$ cat config.mk
export PLATFORM = sky130hd
export DESIGN_NAME = rs_scheduler
export DESIGN_NICKNAME = d
export VERILOG_FILES = /design/src/rtl/rs_pkg.sv /design/src/rtl/rs_age_select.sv /design/src/rtl/rs_scheduler.sv
export SDC_FILE = /design/constraint.sdc
export NUM_CORES = 1
export LEC_CHECK = 0
export CAP_MARGIN = 20
export CELL_PAD_IN_SITES_DETAIL_PLACEMENT = 0
export CELL_PAD_IN_SITES_GLOBAL_PLACEMENT = 1
export CORE_MARGIN = 8
export CORE_UTILIZATION = 45
export CTS_BUF_LIST = sky130_fd_sc_hd__clkbuf_8
export DETAILED_ROUTE_END_ITERATION = 7
export PLACE_DENSITY = 0.86
export SLEW_MARGIN = 20
export SYNTH_ARGS = -nofsm -noshare
export SYNTH_HDL_FRONTEND = slang
export SYNTH_SLANG_ARGS = --single-unit
export TNS_END_PERCENT = 5
$ cat constraint.sdc
create_clock -name clk -period 9.3 [get_ports clk]
set_input_delay 0.93 -clock clk [delete_from_list [all_inputs] [get_ports clk]]
set_output_delay 0.93 -clock clk [all_outputs]
set_load 0.005 [all_outputs]
$ cat src/rtl/rs_pkg.sv
// Shared types, default widths and the CDB tag-match helper for the reservation station.
// Entry fields are sized from the package defaults; the top-level parameters must match them.
package rs_pkg;

    localparam int unsigned RS_ENTRIES = 4;
    localparam int unsigned RS_OP_W    = 4;
    localparam int unsigned RS_TAG_W   = 4;
    localparam int unsigned RS_VAL_W   = 32;
    localparam int unsigned RS_RANK_W  = $clog2(RS_ENTRIES);

    localparam logic [RS_TAG_W-1:0] TAG_READY = '0;

    typedef struct packed {
        logic                     valid;
        logic [RS_OP_W-1:0]       op;
        logic [1:2][RS_TAG_W-1:0] tag;
        logic [1:2][RS_VAL_W-1:0] val;
        logic [RS_TAG_W-1:0]      target;
        logic [RS_RANK_W-1:0]     rank;
    } rs_entry_t;

    // A pending source captures the broadcast only on a non-zero tag match.
    function automatic logic src_wakes(input logic                cdb_valid,
                                       input logic [RS_TAG_W-1:0] cdb_tag,
                                       input logic [RS_TAG_W-1:0] tag);
        return cdb_valid && (tag != TAG_READY) && (tag == cdb_tag);
    endfunction

endpackage

$ cat src/rtl/rs_age_select.sv
// Picks the oldest (minimum-rank) ready entry. Purely combinational.
module rs_age_select #(
    parameter int unsigned ENTRIES = 4,
    parameter int unsigned RANK_W  = $clog2(ENTRIES),
    parameter int unsigned IDX_W   = $clog2(ENTRIES)
) (
    input  logic [ENTRIES-1:0]             ready,
    input  logic [ENTRIES-1:0][RANK_W-1:0] rank,
    output logic [ENTRIES-1:0]             sel_onehot,
    output logic [IDX_W-1:0]               sel_idx,
    output logic                           any_ready
);

    // Ranks of valid entries are unique; the index tie-break keeps the result one-hot regardless.
    always_comb begin
        sel_onehot = '0;
        for (int i = 0; i < ENTRIES; i++) begin
            sel_onehot[i] = ready[i];
            for (int j = 0; j < ENTRIES; j++) begin
                if (j != i && ready[j] &&
                    ((rank[j] < rank[i]) || ((rank[j] == rank[i]) && (j < i)))) begin
                    sel_onehot[i] = 1'b0;
                end
            end
        end
    end

    always_comb begin
        sel_idx = '0;
        for (int i = 0; i < ENTRIES; i++) begin
            if (sel_onehot[i]) begin
                sel_idx = IDX_W'(i);
            end
        end
    end

    assign any_ready = |ready;

endmodule

$ cat src/rtl/rs_scheduler.sv
// Reservation-station scheduler: buffers issued ops, wakes operands from the CDB and
// dispatches the oldest ready op, holding a presented op stable until the exec unit accepts.
module rs_scheduler
    import rs_pkg::*;
#(
    parameter int unsigned ENTRIES = RS_ENTRIES,
    parameter int unsigned OP_W    = RS_OP_W,
    parameter int unsigned TAG_W   = RS_TAG_W,
    parameter int unsigned VAL_W   = RS_VAL_W
) (
    input  logic                       clk,
    input  logic                       rst,
    input  logic                       flush,

    input  logic                       in_valid,
    output logic                       in_ready,
    input  logic [OP_W-1:0]            in_op,
    input  logic [TAG_W-1:0]           in_tag1,
    input  logic [TAG_W-1:0]           in_tag2,
    input  logic [VAL_W-1:0]           in_val1,
    input  logic [VAL_W-1:0]           in_val2,
    input  logic [TAG_W-1:0]           in_target,

    input  logic                       cdb_valid,
    input  logic [TAG_W-1:0]           cdb_tag,
    input  logic [VAL_W-1:0]           cdb_val,

    output logic                       ex_valid,
    input  logic                       ex_ready,
    output logic [OP_W-1:0]            ex_op,
    output logic [VAL_W-1:0]           ex_val1,
    output logic [VAL_W-1:0]           ex_val2,
    output logic [TAG_W-1:0]           ex_target,

    output logic [$clog2(ENTRIES):0]   occupancy
);

    localparam int unsigned IDX_W = $clog2(ENTRIES);
    localparam int unsigned OCC_W = $clog2(ENTRIES) + 1;

    rs_entry_t [ENTRIES-1:0] ent_q, ent_d;
    logic [OCC_W-1:0]        occ_q, occ_d;
    logic                    lock_q, lock_d;
    logic [IDX_W-1:0]        lock_idx_q, lock_idx_d;

    logic [ENTRIES-1:0]                ready_vec;
    logic [ENTRIES-1:0][RS_RANK_W-1:0] rank_vec;
    logic [ENTRIES-1:0]                sel_onehot;
    logic [IDX_W-1:0]                  sel_idx;
    logic                              any_ready;
    logic [IDX_W-1:0]                  disp_idx;
    logic [IDX_W-1:0]                  free_idx;
    logic [RS_RANK_W-1:0]              disp_rank;
    logic                              accept;
    logic                              fire;
    logic [1:2][TAG_W-1:0]             in_tag;
    logic [1:2][VAL_W-1:0]             in_val;

    assign in_tag = {in_tag1, in_tag2};
    assign in_val = {in_val1, in_val2};

    always_comb begin
        ready_vec = '0;
        rank_vec  = '0;
        for (int i = 0; i < ENTRIES; i++) begin
            ready_vec[i] = ent_q[i].valid && (ent_q[i].tag[1] == TAG_READY) &&
                           (ent_q[i].tag[2] == TAG_READY);
            rank_vec[i]  = ent_q[i].rank;
        end
    end

    rs_age_select #(
        .ENTRIES (ENTRIES),
        .RANK_W  (RS_RANK_W),
        .IDX_W   (IDX_W)
    ) u_age_select (
        .ready      (ready_vec),
        .rank       (rank_vec),
        .sel_onehot (sel_onehot),
        .sel_idx    (sel_idx),
        .any_ready  (any_ready)
    );

    // A locked entry stays ready until it dispatches, so the lock alone keeps ex_valid up.
    assign disp_idx  = lock_q ? lock_idx_q : sel_idx;
    assign ex_valid  = lock_q || any_ready;
    assign fire      = ex_valid && ex_ready;
    assign in_ready  = (occ_q != OCC_W'(ENTRIES));
    assign accept    = in_valid && in_ready;
    assign occupancy = occ_q;
    assign disp_rank = ent_q[disp_idx].rank;

    always_comb begin
        ex_op     = '0;
        ex_val1   = '0;
        ex_val2   = '0;
        ex_target = '0;
        if (ex_valid) begin
            ex_op     = ent_q[disp_idx].op;
            ex_val1   = ent_q[disp_idx].val[1];
            ex_val2   = ent_q[disp_idx].val[2];
            ex_target = ent_q[disp_idx].target;
        end
    end

    // Downward scan so the lowest free index is the one left standing.
    always_comb begin
        free_idx = '0;
        for (int i = ENTRIES - 1; i >= 0; i--) begin
            if (!ent_q[i].valid) begin
                free_idx = IDX_W'(i);
            end
        end
    end

    always_comb begin
        ent_d      = ent_q;
        lock_d     = lock_q;
        lock_idx_d = lock_idx_q;
        occ_d      = occ_q + OCC_W'(accept) - OCC_W'(fire);

        for (int i = 0; i < ENTRIES; i++) begin
            if (ent_q[i].valid) begin
                for (int s = 1; s <= 2; s++) begin
                    if (src_wakes(cdb_valid, cdb_tag, ent_q[i].tag[s])) begin
                        ent_d[i].tag[s] = TAG_READY;
                        ent_d[i].val[s] = cdb_val;
                    end
                end
                if (fire && (ent_q[i].rank > disp_rank)) begin
                    ent_d[i].rank = ent_q[i].rank - 1'b1;
                end
                if (fire && (IDX_W'(i) == disp_idx)) begin
                    ent_d[i].valid = 1'b0;
                end
            end
        end

        if (accept) begin
            ent_d[free_idx].valid  = 1'b1;
            ent_d[free_idx].op     = in_op;
            ent_d[free_idx].target = in_target;
            ent_d[free_idx].rank   = RS_RANK_W'(occ_q - OCC_W'(fire));
            for (int s = 1; s <= 2; s++) begin
                if (src_wakes(cdb_valid, cdb_tag, in_tag[s])) begin
                    ent_d[free_idx].tag[s] = TAG_READY;
                    ent_d[free_idx].val[s] = cdb_val;
                end else begin
                    ent_d[free_idx].tag[s] = in_tag[s];
                    ent_d[free_idx].val[s] = in_val[s];
                end
            end
        end

        if (fire) begin
            lock_d = 1'b0;
        end else if (ex_valid) begin
            lock_d     = 1'b1;
            lock_idx_d = disp_idx;
        end
    end

    always_ff @(posedge clk) begin
        if (rst || flush) begin
            ent_q      <= '0;
            occ_q      <= '0;
            lock_q     <= 1'b0;
            lock_idx_q <= '0;
        end else begin
            ent_q      <= ent_d;
            occ_q      <= occ_d;
            lock_q     <= lock_d;
            lock_idx_q <= lock_idx_d;
        end
    end

endmodule

### Word-level counts from Yosys, hierarchy flattened

Index checks and enable logic that the tools add are counted.

| storage, ports and cells | value |
|---|---|
| flip-flop bits (word level) | 338 |
| bits of input ports | 122 |
| output and inout port bits | 77 |

| operators by class | value |
|---|---|
| $add $sub $neg | 7 |
| $lt $le $gt $ge | 16 |
| equal/unequal tests | 20 |
| muxes and demuxes | 91 |
| bitwise gates (word level) | 1 |
| reduce and logical (&&, ||, !) cells | 78 |

Operator list:

| cell | number |
|---|---|
| 332-bit bitwise mux | 12 |
| 83-bit demux with 2-bit select | 8 |
| 332-bit 2-to-1 mux | 4 |
| 32-bit 2-to-1 mux | 10 |
| 72-bit 2-to-1 mux | 4 |
| 83-bit binary-select mux with 2-bit select | 1 |
| 82-bit 2-to-1 mux | 2 |
| 83-bit 2-to-1 mux | 1 |
| 78-bit 2-to-1 mux | 1 |
| 74-bit 2-to-1 mux | 1 |
| 70-bit 2-to-1 mux | 1 |
| 1-bit logical AND | 48 |
| 4-bit equality test | 10 |
| 4-bit 2-to-1 mux | 10 |
| 4-bit nonzero test | 10 |
| 38-bit 2-to-1 mux | 1 |
| 4-bit logical NOT | 8 |
| 2-bit 2-to-1 mux | 16 |
| 2-bit < comparator | 9 |
| 1-bit 2-to-1 mux | 18 |
| 2-bit equality test | 6 |
| 2-bit > comparator | 4 |
| 1-bit logical OR | 8 |
| 2-bit by 1-bit subtractor with 2-bit output, second input constant | 4 |
| 14 further kinds | 16 |

### Depth between registers and ports, before layout

| logic depth | value |
|---|---|
| word-level depth | 29 |
| depth in mapped cells | 21 |
| gate-level depth less buffers | 18 |

### Hierarchy

Synthesis repeated with hierarchy kept, for this count alone.

| unflattened totals | value |
|---|---|
| cell total of the unflattened synthesis | 1874 |
| area, all modules | 16674.7 um^2 |

Modules (own cells, without submodules):

| module | times used | cells each | area each (um^2) |
|---|---|---|---|
| rs_scheduler | 1 | 1822 | 16278.1 |
| rs_age_select | 1 | 52 | 396.6 |

### Least setup slack after synthesis

OpenSTA, ideal clock, no wires.

| timing path | value |
|---|---|
| kind | flip-flop to flip-flop |
| start point | reg ent_q[320] (netlist bit) |
| end point | reg ent_q[83] (netlist bit) |
| arrival | 3.880 ns |
| required time | 9.167 ns |
| setup slack | 5.287 ns |
| stages on the path, launching flop included | 18 |
| path buffers | 2 |
| period minus slack after synthesis | 4.013 ns |
| cells stage by stage | dfxtp_1 or4_4 or3_1 o211ai_1 a211oi_2 or2_2 clkbuf_1 clkbuf_1 nor2_1 a21oi_1 a21oi_1 ha_1 or2_2 o41ai_1 a311oi_1 a21oi_1 xnor2_1 a21oi_1 |

| on the way | value |
|---|---|
| word-level cells in the longest chain between the ends | 26 |

Ends and longest elaborated chain:

| item | RTL line | source |
|---|---|---|
| start: declaration | rs_scheduler.sv:41 | `rs_entry_t [ENTRIES-1:0] ent_q, ent_d;` |
| start signal: assignment | rs_scheduler.sv:170 | `ent_q <= ent_d;` |
| 4-bit logical NOT (*) | rs_scheduler.sv:67 | `(ent_q[i].tag[2] == TAG_READY);` |
| 1-bit logical AND (*) | rs_scheduler.sv:66 | `ready_vec[i] = ent_q[i].valid && (ent_q[i].tag[1] == TAG_READY) &&` |
| 1-bit logical AND | rs_age_select.sv:20 | `if (j != i && ready[j] &&` |
| 1-bit 2-to-1 mux | rs_age_select.sv:20 |  |
| 1-bit 2-to-1 mux | rs_age_select.sv:31 | `if (sel_onehot[i]) begin` |
| 2-bit 2-to-1 mux (2 in series) | rs_age_select.sv:31 |  |
| 2-bit 2-to-1 mux | rs_scheduler.sv:85 | `assign disp_idx = lock_q ? lock_idx_q : sel_idx;` |
| 83-bit binary-select mux with 2-bit select | rs_scheduler.sv:91 | `assign disp_rank = ent_q[disp_idx].rank;` |
| (+9 left out) | -- |  |
| 332-bit bitwise mux, on equally long branches | rs_scheduler.sv:149, rs_scheduler.sv:146 |  |
| 332-bit bitwise mux, on equally long branches | rs_scheduler.sv:150, rs_scheduler.sv:147 |  |
| 332-bit 2-to-1 mux | rs_scheduler.sv:145 | `if (src_wakes(cdb_valid, cdb_tag, in_tag[s])) begin` |
| 332-bit 2-to-1 mux | rs_scheduler.sv:139 | `if (accept) begin` |
| 332-bit bitwise mux, on equally long branches | rs_scheduler.sv:149, rs_scheduler.sv:146 |  |
| 332-bit bitwise mux, on equally long branches | rs_scheduler.sv:150, rs_scheduler.sv:147 |  |
| 332-bit 2-to-1 mux | rs_scheduler.sv:145 |  |
| 332-bit 2-to-1 mux (*) | rs_scheduler.sv:139 |  |

Every way passes the cells marked *; elsewhere a longest branch is shown, timed or not. The select of a mux whose other input is x is not followed.
A chain may end at the register's enable or synchronous reset.

### Worst setup path in the final report

| timing path | value |
|---|---|
| start point | reg ent_q[250] (netlist bit) |
| end point | out ex_val2[24] |

| on the way | value |
|---|---|
| word-level cells in the longest chain between the ends | 11 |

Ends and longest elaborated chain:

| item | RTL line | source |
|---|---|---|
| 2-bit < comparator / 2-bit equality test (equally long branches) | rs_age_select.sv:21 | `((rank[j] < rank[i]) \|\| ((rank[j] == rank[i]) && (j < i)))) begin` |
| 1-bit logical OR | rs_age_select.sv:21 |  |
| 1-bit logical AND | rs_age_select.sv:20 |  |
| 1-bit 2-to-1 mux (3 in series) | rs_age_select.sv:20 |  |
| 2-bit 2-to-1 mux (*) | rs_age_select.sv:31 |  |
| 2-bit 2-to-1 mux (*) | rs_scheduler.sv:85 |  |
| 83-bit binary-select mux with 2-bit select (*) | rs_scheduler.sv:101 | `ex_val2 = ent_q[disp_idx].val[2];` |
| 82-bit 2-to-1 mux (*) | -- |  |
| 32-bit 2-to-1 mux (*) | rs_scheduler.sv:98 | `if (ex_valid) begin` |
| end: declaration | rs_scheduler.sv:32 | `output logic [VAL_W-1:0] ex_val2,` |

Marks and branches as above.

==> impl_metrics.json <==
{
  "port_buffers": 198,
  "syn_inst": 2224,
  "r2r-end": "ent_q[83]",
  "avgRoutedWirePerCell_um": 22.5,
  "path_class": "flop to output pin",
  "drt_pass1_iterations": 5,
  "clkTransAtPathRegs_ns": 0.06,
  "cpMaxStageDelayCell": "nand2b_4",
  "yosysSeqAreaShare": 0.359,
  "worst_slack_ns": 2.85,
  "yosys.area.top_type_share": 0.359,
  "wl_mm": 63.9,
  "ys_types": 55,
  "n_antenna_cell": 0,
  "core_area_sq_um": 41700,
  "synth_edf_count": 0,
  "grt_pass1_vias": 17000,
  "cts_setup_buffers": 0,
  "via_per_inst": 6.03,
  "cts_resized": 0,
  "post-route-period-util": 0.694,
  "ys_seq_elements": 338,
  "cts_tree": "done",
  "endpoint": "ex_val2[24]",
  "cts_buffers": 59,
  "worst-slew-pin-transition_ns": 1.14,
  "syn_area_sq_um": 18800,
  "cpPeakStageDelay_ns": 0.92,
  "dpl.hpwl_mm": 38.1,
  "synth_nets": 2366,
  "die_width_um": 221,
  "crit_path_end_kind": "output pin",
  "fin_setup_tns_ns": 0,
  "avgSynthCellArea_sq_um": 8.47,
  "cp_cell_sequence": "inv_1 -> ha_1 -> nor2b_1 -> o21ai_0 -> a22oi_1 -> and4_1 -> nand2b_4 -> buf_4 -> nand2_1 -> and3_1 -> a211oi_1 -> clkdlybuf4s50_1",
  "cp-startpoint": "ent_q[250]",
  "dieHeight_um": 221,
  "fin_worst_skew_ns": 0.0197,
  "place_area_sq_um": 20800,
  "grtUsageTotal": 0.255,
  "ys_warn_count": 0,
  "r2r_start": "ent_q[167]",
  "final_nets": 2412,
  "die_area_sq_um": 48700,
  "fin_area_sq_um": 22000,
  "place_ws_ns": 3.64,
  "fmax_mhz": 155,
  "cp.depth": 12,
  "grt_pass1_wl_mm": 97.7,
  "synth-main-ff-cell": "dfxtp_1",
  "min_path_type": "flop to flop",
  "power_density_nw_per_um2": 144,
  "area_delta_synth_final_pct": 16.6,
  "htree_levels": 2,
  "cp_top_family": "simple AND/OR/NAND/NOR gates",
  "timing_hold_violations_final": 0,
  "globalRouteOverflowTotal": 0,
  "drtIter0Drc": 1389,
  "relSlewSlack": 0.242,
  "grt_max_degree": 94,
  "required_ns": 8.37,
  "critPathLaunchType": "flop",
  "cts_buffer_depth": 3,
  "fin_crit_ns": 6.45,
  "clockRootBuffer": "clkbuf_8",
  "cp_max_fo": 64,
  "status": "finished, final reports clean",
  "cap_violations": 0,
  "leakage_nw": 9.15,
  "setup_viol": 0,
  "antenna_left": 0,
  "yosys.area.top_type": "dfxtp_1",
  "initial_utilization": 0.452,
  "std_cell_rows": 75,
  "r2r_slack_ns": 3.85,
  "cts_sinks": 338,
  "slew_violations": 0,
  "drcViolationCount": 0,
  "r2r_cells": 17,
  "ir_drop_uv": 92.5,
  "place.gp.congestion": 0.869,
  "rsz0062_at_grt": "no",
  "grt_antenna_before_repair": 1,
  "worstPathArrival_ns": 5.52,
  "synthTopCellsByArea": "dfxtp_1 36%, mux2i_1 18%, a211oi_1 13%",
  "pin_count": 199,
  "drive_gt1_frac": 0.0846,
  "path_buf_inv": 3,
  "synthArstFlopShare": 0,
  "clock_latency_ns": 0.64,
  "cts_hold_buffers": 0,
  "vias": 17100
}
## through the flow
| stage | utilization | hold WS (ns) | power [mW] | cells |
|---|---|---|---|---|
| final | 0.527 | 0.453 | 3.16 | 2843 |
| after global routing | 0.527 | 0.468 | 3.27 | 2843 |
| after CTS | 0.527 | 0.454 | 3.18 | 2843 |
| after detailed placement | 0.500 | 0.446 | 1.84 | 2748 |
| after global placement | 0.500 | 0.442 | 1.84 | 2748 |
| after floorplan | - | 0.436 | 1.71 | 2224 |
## worst min-delay path: stages, from the launching register on
cell	delay, ns
dfxtp_1	0.31
nand2_1	0.05
a21oi_1	0.05
## final cells by class
type | instances | area, sq um
fill | 3847 | 19700
multi-input combinational | 1633 | 11200
sequential | 338 | 6770
timing repair buffer | 223 | 2170
clock buffer | 73 | 1000
tap | 539 | 674
clock inverter | 22 | 120
inverter | 15 | 56.3
## Yosys cell counts (12+ instances only)
cell and instances:
xor2_1 16, a32oi_1 18, ha_1 19, a21oi_1 57, o21ai_0 17, xnor2_1 23, nand3_1 21, dfxtp_1 338
buf_2 12, nor2_1 300, a211oi_1 335, nand2_1 247, buf_1 38, and3_1 76, clkbuf_1 185, inv_1 14
mux2i_1 330, nor3_1 15, mux2_2 64
## state kept, by name (all words and copies together), names as in the netlist, named ones only
signal and cells:
occupancy 3, ent_q 300, lock_idx_q 2, lock_q 1
## worst min-delay path by stage
stage	endpoint	slack (ns)	cells after the start
floorplan	flop	0.44	2
global placement	flop	0.44	2
detailed placement	flop	0.45	2
CTS	flop	0.45	2
global route	flop	0.47	2
finish	flop	0.45	2
## layer usage
| layer | up-vias | part of all wire | global-route usage |
|---|---|---|---|
| li1 | 8088 | - | - |
| met4 | 0 | 0.028 | 0.0874 |
| met5 | - | 0 | 0 |
| met1 | 8298 | 0.43 | 0.338 |
| met2 | 612 | 0.46 | 0.409 |
| met3 | 134 | 0.079 | 0.0511 |
## kinds of logic after synthesis
kind of cell,Yosys count,share of synthesized area
buf+inv,253,0.0518
xor+xnor,39,0.0181
fa+ha+maj,20,0.0137
mux,395,0.215
simple gates,715,0.164
flops,338,0.359
compound gates,464,0.178
## cell usage in the layout (no fill, tap or decap), types with 6 or more instances in the layout
master	count
and3_1	76
dfxtp_1	338
a32oi_1	18
mux2i_1	330
xor2_1	16
o21ai_0	17
nor2b_1	7
nand2_1	246
nor3_1	14
ha_1	19
nor2_1	298
nand3_1	21
inv_1	31
clkdlybuf4s50_1	198
clkbuf_8	73
or4_2	6
and2_1	7
a211oi_1	335
nor4_1	7
mux2_2	64
buf_4	25
a22oi_1	9
a21oi_1	56
xnor2_1	23
## power breakdown
part / internal [mW] / switching [mW] / total (mW)
clock network: 0.723 / 0.616 / 1.34
registers: 1.47 / 0.0147 / 1.49
logic: 0.130 / 0.201 / 0.331
total: 2.32 / 0.832 / 3.16
(Power assumes the default switching activity.)
